`config.mk`:
```
export PLATFORM = sky130hd
export DESIGN_NAME = seq_addsub_chunked
export DESIGN_NICKNAME = d
export VERILOG_FILES = /design/src/rtl/seq_addsub_chunked.sv
export SDC_FILE = /design/constraint.sdc
export NUM_CORES = 1
export LEC_CHECK = 0
export ABC_AREA = 1
export CAP_MARGIN = 15
export CORE_ASPECT_RATIO = 2
export CORE_MARGIN = 2
export CORE_UTILIZATION = 55
export DETAILED_ROUTE_END_ITERATION = 6
export PLACE_DENSITY = 0.81
export SLEW_MARGIN = 15
export SYNTH_ARGS = -nofsm -noshare
export SYNTH_HDL_FRONTEND = slang
export SYNTH_SLANG_ARGS = --single-unit
```
`constraint.sdc`:
```
create_clock -name clk -period 4.91 [get_ports clk]
set_input_delay 0.7365 -clock clk [delete_from_list [all_inputs] [get_ports clk]]
set_output_delay 0.7365 -clock clk [all_outputs]
set_load 0.1 [all_outputs]
```
`src/rtl/seq_addsub_chunked.sv`:
```
// Multi-cycle adder/subtractor that adds one CHUNK-bit slice per clock.
// The carry between slices is held in a register, so the carry chain is only CHUNK+1 bits long.
module seq_addsub_chunked #(
  parameter int WIDTH = 32,
  parameter int CHUNK = 8
) (
  input  logic             clk,
  input  logic             rst_n,
  input  logic             start,
  input  logic             sub,
  input  logic [WIDTH-1:0] i1,
  input  logic [WIDTH-1:0] i2,
  output logic             in_ready,
  output logic             busy,
  output logic             done,
  output logic [WIDTH-1:0] out,
  output logic             cout,
  output logic             ovf,
  output logic             zero
);

  localparam int NCHUNK = WIDTH / CHUNK;
  localparam int IDXW   = (NCHUNK > 1) ? $clog2(NCHUNK) : 1;
  localparam logic [IDXW-1:0] LAST = IDXW'(NCHUNK - 1);

  typedef enum logic [1:0] {IDLE, CALC, DONE} state_t;

  state_t           state_reg;
  logic [WIDTH-1:0] a_reg;
  logic [WIDTH-1:0] b_reg;
  logic [WIDTH-1:0] res_reg;
  logic             carry_reg;
  logic [IDXW-1:0]  idx_reg;

  logic [CHUNK:0]   sum;
  logic [WIDTH-1:0] res_next;

  // Slice adder plus the partial result with the current slice merged in,
  // so the final slice can be written straight into out.
  always_comb begin
    sum = {1'b0, a_reg[int'(idx_reg) * CHUNK +: CHUNK]}
        + {1'b0, b_reg[int'(idx_reg) * CHUNK +: CHUNK]}
        + (CHUNK + 1)'(carry_reg);
    res_next = res_reg;
    res_next[int'(idx_reg) * CHUNK +: CHUNK] = sum[CHUNK-1:0];
  end

  always_ff @(posedge clk or negedge rst_n) begin
    if (!rst_n) begin
      state_reg <= IDLE;
      a_reg     <= '0;
      b_reg     <= '0;
      res_reg   <= '0;
      carry_reg <= 1'b0;
      idx_reg   <= '0;
      in_ready  <= 1'b1;
      busy      <= 1'b0;
      done      <= 1'b0;
      out       <= '0;
      cout      <= 1'b0;
      ovf       <= 1'b0;
      zero      <= 1'b0;
    end else begin
      case (state_reg)
        IDLE: begin
          if (start) begin
            // Subtraction is A + ~B + 1, with the +1 entering as the initial carry.
            a_reg     <= i1;
            b_reg     <= sub ? ~i2 : i2;
            carry_reg <= sub;
            idx_reg   <= '0;
            in_ready  <= 1'b0;
            busy      <= 1'b1;
            state_reg <= CALC;
          end
        end
        CALC: begin
          res_reg   <= res_next;
          carry_reg <= sum[CHUNK];
          idx_reg   <= idx_reg + 1'b1;
          if (idx_reg == LAST) begin
            out       <= res_next;
            cout      <= sum[CHUNK];
            ovf       <= (a_reg[WIDTH-1] == b_reg[WIDTH-1]) &&
                         (res_next[WIDTH-1] != a_reg[WIDTH-1]);
            zero      <= ~|res_next;
            busy      <= 1'b0;
            done      <= 1'b1;
            state_reg <= DONE;
          end
        end
        DONE: begin
          done      <= 1'b0;
          in_ready  <= 1'b1;
          state_reg <= IDLE;
        end
        default: begin
          busy      <= 1'b0;
          done      <= 1'b0;
          in_ready  <= 1'b1;
          state_reg <= IDLE;
        end
      endcase
    end
  end

endmodule

```
Yosys cells after proc, flatten, opt, wreduce, memory -nomap -nowiden
Index checks and enable logic that the tools add are counted.
{ "word_totals": {"ff_bits": 139, "latch_bits": 0, "ramBits": 0, "rom_bits": 0, "input_bits": 68, "output_inout_bits": 38, "elab_cells": 60, "n_memories": 0} }
{ "op_classes": {"addsub": 4, "n_mul": 0, "div_mod_pow": 0, "order_cmp": 0, "n_eq_ne": 7, "shifts": 4, "muxes": 16, "bitwise_logic": 4, "n_reduce_logical": 12} }
{ "ops": {"columns": ["operator", "n"], "rows": [
  ["$shiftx A32 B6 Y8", 2],
  ["$neg A5 Y33", 1],
  ["$shift A8 B33 Y32 const A", 1],
  ["$shiftx A8 B33 Y32", 1],
  ["$bwmux W32", 1],
  ["$mux W32", 1],
  ["$not A32 Y32", 1],
  ["$reduce_or A32 Y1", 1],
  ["$reduce_and A2 Y1", 6],
  ["$add A8 B8 Y9", 1],
  ["$add A9 B1 Y9", 1],
  ["$pmux W2 S2", 2],
  ["$mux W2", 3],
  ["$pmux W1 S2", 3],
  ["$mux W1", 5],
  ["$eq A2 B2 Y1 const B", 2],
  ["$ne A2 B2 Y1 const B", 2],
  ["$not A1 Y1", 3],
  ["$pmux W1 S3", 1],
  ["$reduce_and A3 Y1", 1],
  ["$add A2 B1 Y2 const B", 1],
  ["$eq A2 B1 Y1 const B", 1],
  ["$logic_not A2 Y1", 1],
  ["$reduce_bool A2 Y1", 1],
  ["4 further kinds", 4]
]} }

Longest topological paths before layout
Gate-level depths: netlist (run 1).
{ "logic_depth": {"word_depth": 7, "ltp_mapped": 22, "depth_no_buf": 20} }

Worst setup path after synthesis (run 1)
No wires, ideal clock.
{ "synth_path": {"path_kind": "reg2reg", "start": "reg idx_reg[0]", "end": "reg zero", "setup_ns": 0.120, "arrival_ns": 2.847, "required_time_ns": 4.790, "slack_ns": 1.943, "stages_incl_launch_ff": 21, "n_path_buf": 3, "synth_period_minus_slack_ns": 2.967, "path_cell_list": "dfrtp_1 buf_6 buf_2 buf_2 nor2_1 o22ai_1 fa_1 inv_1 fa_1 inv_1 nand3_1 o21ai_0 nor2_1 nand2_1 nor2_1 nand2_1 nor2_1 nand3_1 nor2_1 nand3_1 nand2_1"} }
{ "synth_via": {"elab_chain_cells": 7, "word_cells_on_any_way": 12, "cone_classes": "add/sub (3); eq/ne (1); shift (4); mux (1); reduce/logical (3)"} }
{ "synth_lines": {"columns": ["element", "line", "text"], "rows": [
  ["from (decl)", "33", "logic [IDXW-1:0] idx_reg;"],
  ["from (signal assigned)", "80", "idx_reg <= idx_reg + 1'b1;"],
  ["$shiftx A32 B6 Y8, on equally long branches", "41, 42", null],
  ["$add A8 B8 Y9", "42", "+ {1'b0, b_reg[int'(idx_reg) * CHUNK +: CHUNK]}"],
  ["$add A9 B1 Y9", "43", "+ (CHUNK + 1)'(carry_reg);"],
  ["$shiftx A8 B33 Y32", "45", "res_next[int'(idx_reg) * CHUNK +: CHUNK] = sum[CHUNK-1:0];"],
  ["$bwmux W32", "45", null],
  ["$reduce_or A32 Y1", "86", "zero <= ~|res_next;"],
  ["$logic_not A1 Y1", "86", null],
  ["to (signal assigned)", "86", null],
  ["to (decl)", "19", "output logic zero"]
]} }
Parallel ways exist; a longest one is shown, timed or not.
A chain may end at the register's enable or synchronous reset.

Worst setup path after layout (run 1)
{ "layout_path": {"start": "reg idx_reg[1]", "end": "reg zero"} }
Same word-level chain as after synthesis.

==> results.toml, run 1 <==
[clock_tree]
numCtsBuffers = 17
cts_sinks = 139
cts_tree = "yes"
cts_root_buffer = "clkbuf_16"
cts-hold-fix-buffers = 0
postCtsSetupRepairBufs = 0
clockBufferDepth = 2
clk_pin_slew_ns = 0.06
cts_resized = 0
clk_latency_ns = 0.42
h-tree-depth = 4

[sta]
fin_crit_sh_pct = 77.5
grt_setup_unrepaired = "false"
tightest_slew_ns = 0.984
maxSlewHeadroom_pct = 34.2
drv_slew = 0
tns_ns = 0
setup_viol = 0
finalClockSkew_ns = 0.00983
period_needed_ns = 3.80
max_freq_ghz = 0.263
hold_violations = 0
fin_ws_ns = 1.11

[min_path]
hold_path_class = "input pin to asynchronous set/reset pin"

[critical_path]
timing.reg2reg.setup_slack_ns = 1.11
crit_path_start = "idx_reg[1]$_DFFE_PN0P_"
cp-start-kind = "register"
slowest_delay_ns = 0.69
worstRegToRegCells = 18
reg2reg_to = "zero$_DFFE_PN0P_"
worstPathCellList = "clkinv_1 -> o21ai_0 -> o22ai_1 -> fa_1 -> inv_1 -> fa_1 -> inv_1 -> nand3_1 -> o21ai_0 -> nor2_1 -> nand2_1 -> nor2_1 -> nand2_1 -> nor2_1 -> nand3_1 -> nor2_1 -> nand3_1 -> nand2_1"
cp.arrival_ns = 4.11
crit_path_frequent_cell = "nor2_1"
r2r_start = "idx_reg[1]$_DFFE_PN0P_"
path_class = "register to register"
crit_fanout = 21
cp.required_ns = 5.22
cp-end-kind = "register"
slowest_stage = "dfrtp_1"

[synthesis]
netlist_area_um2 = 6950
syn-instance-count = 867
yosysWarnings = 0
syn_avg_cell_area_um2 = 8.02
synth.distinct_cells = 31
ys_seq_area_share_pct = 50.1
syn_nets = 950
ys_ff_latch = 139

[place]
globalplace.congestion = 0.978
dpl_worst_slack_ns = 1.24
dp_hpwl_um = 14600
portBuffers = 105

[route]
drt_iter0_drc = 327
drtAntennaViolNets = 0
route.detailed.drc = 0
first_pass_iters = 5
viasPerCell = 5.44
detail_route.wl_per_cell_um = 17.7
routed_wl_um = 19800
vias = 6087

[final_layout]
diodes = 0
finalNetCount = 1038
area_delta_synth_final_pct = 24.1
drive_above_1_share_pct = 7.33

[grt]
grt.total_usage_pct = 30.4
grt-ovfl-total = 0
met1_usage_pct = 29.6
grtUsageMet2_pct = 56.8
grt_pass1_wl_um = 31500
grt_max_degree = 106
busiest_layer = "met2"
grt_pass1_vias = 6163
antenna_found_initial = 0
met3_usage_pct = 4.00

[floorplan]
initial_core_util_pct = 55.7
die_h_um = 163
die_w_um = 83.5
core-area_um2 = 12500
dieArea_um2 = 13600
fp-row-count = 58
ios = 106

[job]
cap_violations = 0

[outcome]
run_status = "finished, final reports clean"
-- critical path: cells and delay by family (launching register included) --
kind / cells / cell delay, ns
AO/OA/AOI/OAI: 3 / 0.68
flip-flops: 1 / 0.69
AND/OR/NAND/NOR: 10 / 0.61
adder cells (fa/ha/maj): 2 / 0.89
buffers and inverters: 3 / 0.82
-- metal layers --
| layer | vias up | share of wire (%) |
|---|---|---|
| met5 | - | 0 |
| met4 | 0 | 8.4 |
| met3 | 79 | 3.1 |
| met2 | 204 | 55 |
| met1 | 2854 | 34 |
| li1 | 2950 | - |
-- cells in the mapped netlist, drive strengths merged --
library cell | number | area (um2)
nand2 | 309 | 1190
a32oi | 2 | 17.5
xnor2 | 32 | 280
inv | 66 | 248
nand4 | 13 | 93.8
o22ai | 19 | 119
clkbuf | 26 | 97.6
fa | 2 | 40.0
o21ai | 120 | 608
clkinv | 3 | 11.3
nor2 | 64 | 258
dfrtp | 138 | 3450
o21bai | 2 | 15.0
dfstp | 1 | 26.3
ha | 13 | 163
nand3 | 28 | 160
a21oi | 8 | 47.6
a31oi | 3 | 18.8
o21a | 3 | 22.5
buf | 15 | 77.6
-- through the flow --
stage | util, % | instances | hold slack (ns) | instance area, um2
after floorplan | - | 867 | 0.441 | 6950
after global placement | 64.5 | 1086 | 0.459 | 8050
after detailed placement | 64.5 | 1086 | 0.462 | 8050
after CTS | 69.1 | 1118 | 0.477 | 8620
after global routing | 69.1 | 1118 | 0.493 | 8620
final | 69.1 | 1118 | 0.400 | 8620
-- cell type report --
cell class                      instances  area [um2]
Clock inverter                         10         118
Timing Repair Buffer                  110        1080
Tap cell                              150         188
Inverter                               69         259
Clock buffer                           22         454
Sequential cell                       139        3480
Multi-Input combinational cell        618        3040
Fill cell                            1064        3860
-- cell usage in the layout (no fill, tap or decap), types with 3 or more instances in the layout --
cell type / count
o21a_1: 3
nand2_2: 14
clkinv_4: 3
clkinv_1: 3
o21ai_0: 116
clkdlybuf4s50_1: 103
a21oi_1: 6
o22ai_1: 19
nand3_2: 4
ha_1: 13
inv_1: 58
nand4_1: 11
dfrtp_1: 138
a31oi_1: 3
clkinv_2: 3
inv_2: 8
xnor2_1: 32
buf_4: 5
nand2_1: 295
clkbuf_16: 17
clkbuf_1: 4
nor2_1: 61
nand3_1: 24
-- kinds of logic after synthesis --
logic type | Yosys count | share of synthesized area [%]
simple gates | 414 | 24.5
compound gates | 157 | 12.2
flops | 139 | 50.1
xor+xnor | 32 | 4.03
buf+inv | 110 | 6.25
fa+ha+maj | 15 | 2.92
-- how the worst max path moves through the flow --
stage,endpoint,cells after the start
after floorplan,zero$_DFFE_PN0P_,20
after global placement,zero$_DFFE_PN0P_,18
after detailed placement,zero$_DFFE_PN0P_,18
after CTS,zero$_DFFE_PN0P_,18
after global routing,zero$_DFFE_PN0P_,18
final,zero$_DFFE_PN0P_,18
Power of run 1 is not shown: default switching activity piles up to over one toggle a cycle in this logic, so the estimate is an artifact.
==> run 2, diff against run 1 <==
Settings changed: CORE_UTILIZATION 55 to 54, PLACE_DENSITY 0.81 to 0.8.
Clock period 4.91 ns to 3.9 ns, I/O delays scaled along.
==> run 2 against run 1 <==
  * Non-clock buffer count grew 6
  * Count of clock-buffer cells in the layout shrank 4
  * Critical endpoint unchanged
  * Die area grew 1.8%
  * Largest cell class unchanged
  * Worst setup slack lost 0.28 ns
  * Final cell count grew 0.45%
  * Global-route usage shrank 1.2 points
  * Fmax grew 24%
  * Clock skew is essentially flat
  * Utilization grew 0.49 points
  * Wire length shrank 1.2%
==> results.toml, run 2 (synthesized netlist as in run 1, its figures left out) <==
[clock_tree]
clk_latency_ns = 0.42
cts_tree = "yes"
postCtsSetupRepairBufs = 0
numCtsBuffers = 17
cts-hold-fix-buffers = 0
cts_root_buffer = "clkbuf_16"
clockBufferDepth = 2
clk_pin_slew_ns = 0.06
cts_sinks = 139
h-tree-depth = 4
cts_resized = 0

[grt]
antenna_found_initial = 0
grt.total_usage_pct = 29.3
grt_max_degree = 104
grt_pass1_vias = 6138
grt_pass1_wl_um = 30400
grt-ovfl-total = 0

[final_layout]
diodes = 0
area_delta_synth_final_pct = 25.7
finalNetCount = 1044
drive_above_1_share_pct = 8.22
layout_common_cells = "295 x nand2_1, 138 x dfrtp_1, 116 x o21ai_0"
fillCellCount = 1054
layout_commonest_cell = "nand2_1"

[critical_path]
crit_fanout = 31
worstRegToRegCells = 18
timing.reg2reg.setup_slack_ns = 0.82
cp-start-kind = "register"
cp.arrival_ns = 3.44
reg2reg_to = "zero$_DFFE_PN0P_"
r2r_start = "idx_reg[0]$_DFFE_PN0P_"
path_class = "register to register"
cp.required_ns = 4.26
cp-end-kind = "register"

[place]
globalplace.congestion = 0.967
dp_hpwl_um = 14800
portBuffers = 105

[sta]
drv_slew = 0
hold_violations = 0
fin_crit_sh_pct = 78.9
maxSlewHeadroom_pct = 34.3
max_freq_ghz = 0.325
grt_setup_unrepaired = "false"
period_needed_ns = 3.08
tns_ns = 0
tightest_slew_ns = 0.982
setup_viol = 0
finalClockSkew_ns = 0.00941

[route]
first_pass_iters = 5
routed_wl_um = 19500
detail_route.wl_per_cell_um = 17.4
drtAntennaViolNets = 0
drt_iter0_drc = 318
route.detailed.drc = 0
viasPerCell = 5.37
vias = 6029

[floorplan]
fp-row-count = 58
die_w_um = 84.2
core-area_um2 = 12600
die_h_um = 164
dieArea_um2 = 13800
ios = 106
initial_core_util_pct = 55.4

[outcome]
run_status = "finished, final reports clean"

[job]
cap_violations = 0

[min_path]
hold_path_class = "input pin to asynchronous set/reset pin"
==> run 2: stage by stage <==
stage,setup WS (ns),hold slack (ns),std cells,utilization (%),area (um2)
4_1_cts,0.820,0.137,1123,69.6,8730
3_5_place_dp,0.862,0.465,1092,64.5,8100
5_1_grt,0.470,0.155,1123,69.6,8730
3_3_place_gp,0.948,0.459,1092,64.5,8100
6_report,0.822,0.117,1123,69.6,8730
2_1_floorplan,0.933,0.289,867,-,6950
==> run 2: worst max path at each step <==
stage | startpoint | endpoint | slack, ns
2_1_floorplan | idx_reg[0]$_DFFE_PN0P_ | zero$_DFFE_PN0P_ | 0.93
3_3_place_gp | idx_reg[0]$_DFFE_PN0P_ | zero$_DFFE_PN0P_ | 0.95
4_1_cts | idx_reg[0]$_DFFE_PN0P_ | zero$_DFFE_PN0P_ | 0.82
3_5_place_dp | idx_reg[0]$_DFFE_PN0P_ | zero$_DFFE_PN0P_ | 0.86
6_report | idx_reg[0]$_DFFE_PN0P_ | zero$_DFFE_PN0P_ | 0.82
5_1_grt | idx_reg[0]$_DFFE_PN0P_ | zero$_DFFE_PN0P_ | 0.47
==> run 2: final cells by class <==
class	count	area (um2)	area share (%)
sequential	139	3480	39.8
multi-input combinational	618	3040	34.8
timing repair buffer	116	1140	13.0
clock buffer	18	439	5.03
inverter	69	259	2.97
clock inverter	13	190	2.18
tap	150	188	2.15
==> run 2: worst max-delay path, stage by stage, from the launching register on <==
cell     delay (ns)
dfrtp_1        0.40
inv_2          0.35
o21ai_0        0.18
o22ai_1        0.19
fa_1           0.26
inv_1          0.07
fa_1           0.51
inv_1          0.07
nand3_1        0.11
o22ai_1        0.09
nor2_1         0.14
nand2_1        0.06
nor2_1         0.12
nand3_1        0.10
nor2_1         0.10
nand2_1        0.05
nor2_1         0.08
nand3_1        0.08
nand2_1        0.06
==> run 2: routing by layer <==
metal | track usage (%) | up-vias | wire (um)
met1 | 27.9 | 2794 | 6660
met2 | 53.5 | 189 | 10600
met3 | 4.65 | 82 | 565
met5 | 0 | - | 0
met4 | 24.9 | 0 | 1710
li1 | - | 2964 | -
Power of run 2 is left out for the same reason.
==> run 3, diff against run 2 <==
Clock period 3.9 ns to 3.1 ns, I/O delays scaled along.
==> run 3 against run 2 <==
  * Sequential share of layout area is 0.82 points lower
  * First-iteration DRC count rose by 8.8%
  * Clock skew fell by 0.0013 ns
  * Fmax increased by 2.0%
==> results.toml, run 3 (synthesized netlist as in run 1, its figures left out) <==
[outcome]
run_status = "finished, final reports clean"

[floorplan]
ios = 106
fp-row-count = 58
initial_core_util_pct = 55.4
dieArea_um2 = 13800
core-area_um2 = 12600
die_h_um = 164
die_w_um = 84.2

[route]
drtAntennaViolNets = 0
detail_route.wl_per_cell_um = 18.2
viasPerCell = 5.48
routed_wl_um = 20700
first_pass_iters = 5
route.detailed.drc = 0
vias = 6244
drt_iter0_drc = 346

[sta]
maxSlewHeadroom_pct = 41.0
period_needed_ns = 3.02
grt_setup_unrepaired = "true"
tightest_slew_ns = 0.883
fin_crit_sh_pct = 97.4
hold_violations = 0
fin_ws_ns = 0.0810
setup_viol = 0
finalClockSkew_ns = 0.00810
drv_slew = 0
max_freq_ghz = 0.331

[final_layout]
finalNetCount = 1059
drive_above_1_share_pct = 15.9
layout_commonest_cell = "nand2_1"
fillCellCount = 1012
diodes = 0
area_delta_synth_final_pct = 28.4
layout_common_cells = "293 x nand2_1, 137 x dfrtp_1, 107 x o21ai_0"

[critical_path]
crit_fanout = 5
worstPathCellList = "buf_12 -> nor2_1 -> o22ai_2 -> fa_2 -> inv_2 -> fa_2 -> inv_2 -> nand3_2 -> o22ai_2 -> nor2_2 -> nand2_1 -> nor2_2 -> nand3_1 -> nor2_1 -> nand2_1 -> nor2_1 -> nand3_1 -> nand2_1"
cp-end-kind = "register"
crit_family = "adder cells"
path_class = "register to register"
timing.critical_path.buf_inv = 3
slowest_stage = "dfrtp_2"
cp.required_ns = 3.41
slowest_delay_ns = 0.51
cp.arrival_ns = 3.33
cp-start-kind = "register"

[clock_tree]
clk_pin_slew_ns = 0.06
h-tree-depth = 4
numCtsBuffers = 17
cts_sinks = 139
clk_latency_ns = 0.42
clockBufferDepth = 2
cts_tree = "yes"
cts_root_buffer = "clkbuf_16"

[grt]
antenna_found_initial = 0
grt_max_degree = 99
grt-ovfl-total = 0
grt_pass1_wl_um = 31900
grt_pass1_vias = 6181
grt.total_usage_pct = 30.5

[place]
dp_hpwl_um = 15300
portBuffers = 105
globalplace.congestion = 0.973
dpl_worst_slack_ns = 0.144

[min_path]
hold_path_class = "input pin to asynchronous set/reset pin"

[job]
cap_violations = 0
-- run 3: cell types whose count changed in the layout (fill, tap and decap cells not counted), moves of 3 or more --
cell | before | now
o21ai_0 | 116 | 107
o22ai_2 | 0 | 7
o22ai_1 | 19 | 12
buf_12 | 1 | 4
buf_4 | 11 | 59
o21ai_1 | 2 | 9
clkdlybuf4s50_1 | 103 | 65
-- run 3: path summary, 6_finish.rpt --
check / from / slack (ns) / endpoint / cells after the start
max: idx_reg[0]$_DFFE_PN0P_ / 0.08 / zero$_DFFE_PN0P_ / 18
min: rst_n / 0.01 / a_reg[2]$_DFFE_PN0P_ / 1
max reg2reg: idx_reg[0]$_DFFE_PN0P_ / 0.08 / zero$_DFFE_PN0P_ / 18
min reg2reg: out[28]$_DFFE_PN0P_ / 0.48 / out[28]$_DFFE_PN0P_ / 2
max in group asynchronous: rst_n / 2.20 / out[27]$_DFFE_PN0P_ / 2
min in group clk: out[28]$_DFFE_PN0P_ / 0.48 / out[28]$_DFFE_PN0P_ / 2
-- run 3: layer usage --
| layer | global-route usage [%] | wire length (um) |
|---|---|---|
| met5 | 0 | 0 |
| met1 | 30.1 | 6910 |
| met3 | 4.00 | 680 |
| met2 | 55.4 | 11200 |
| met4 | 25.9 | 1890 |
-- run 3: stage by stage --
stage               util (%)  setup TNS (ns)  hold slack [ns]  area (um2)  instances
detailed placement      64.4               0            0.463        8090       1099
floorplan                  -               0            0.169        6950        867
CTS                     69.1               0           0.0254        8680       1131
global route            71.0         -0.0853           0.0451        8920       1139
finish                  71.0               0           0.0135        8920       1139
global placement        64.4               0            0.460        8090       1099
-- run 3: cell type report --
class                      instances  area [um2]  area share (%)
tap                              150         188            2.10
sequential                       139        3480            39.0
clock inverter                    12         138            1.54
timing repair buffer             131        1230            13.8
clock buffer                      20         457            5.12
inverter                          69         267            2.99
multi-input combinational        618        3160            35.4
-- run 3: what timing repair did --
action / in CTS / in global routing
hold buffers: 0 / 0
setup buffers: 0 / 6
endpoints found under the setup margin: 0 / 2
endpoints found under the hold margin: 0 / 0
resized for setup: 0 / 39
-- run 3: worst register-to-register path: cells and delay by family (launching register included) --
kind,cells,cell delay (ns)
DFF,1,0.51
buffers and inverters,3,0.34
and+or+nand+nor,11,0.85
adders and majority gates,2,0.88
AOI/OAI and AO/OA,2,0.32
Power of run 3 is left out for the same reason.
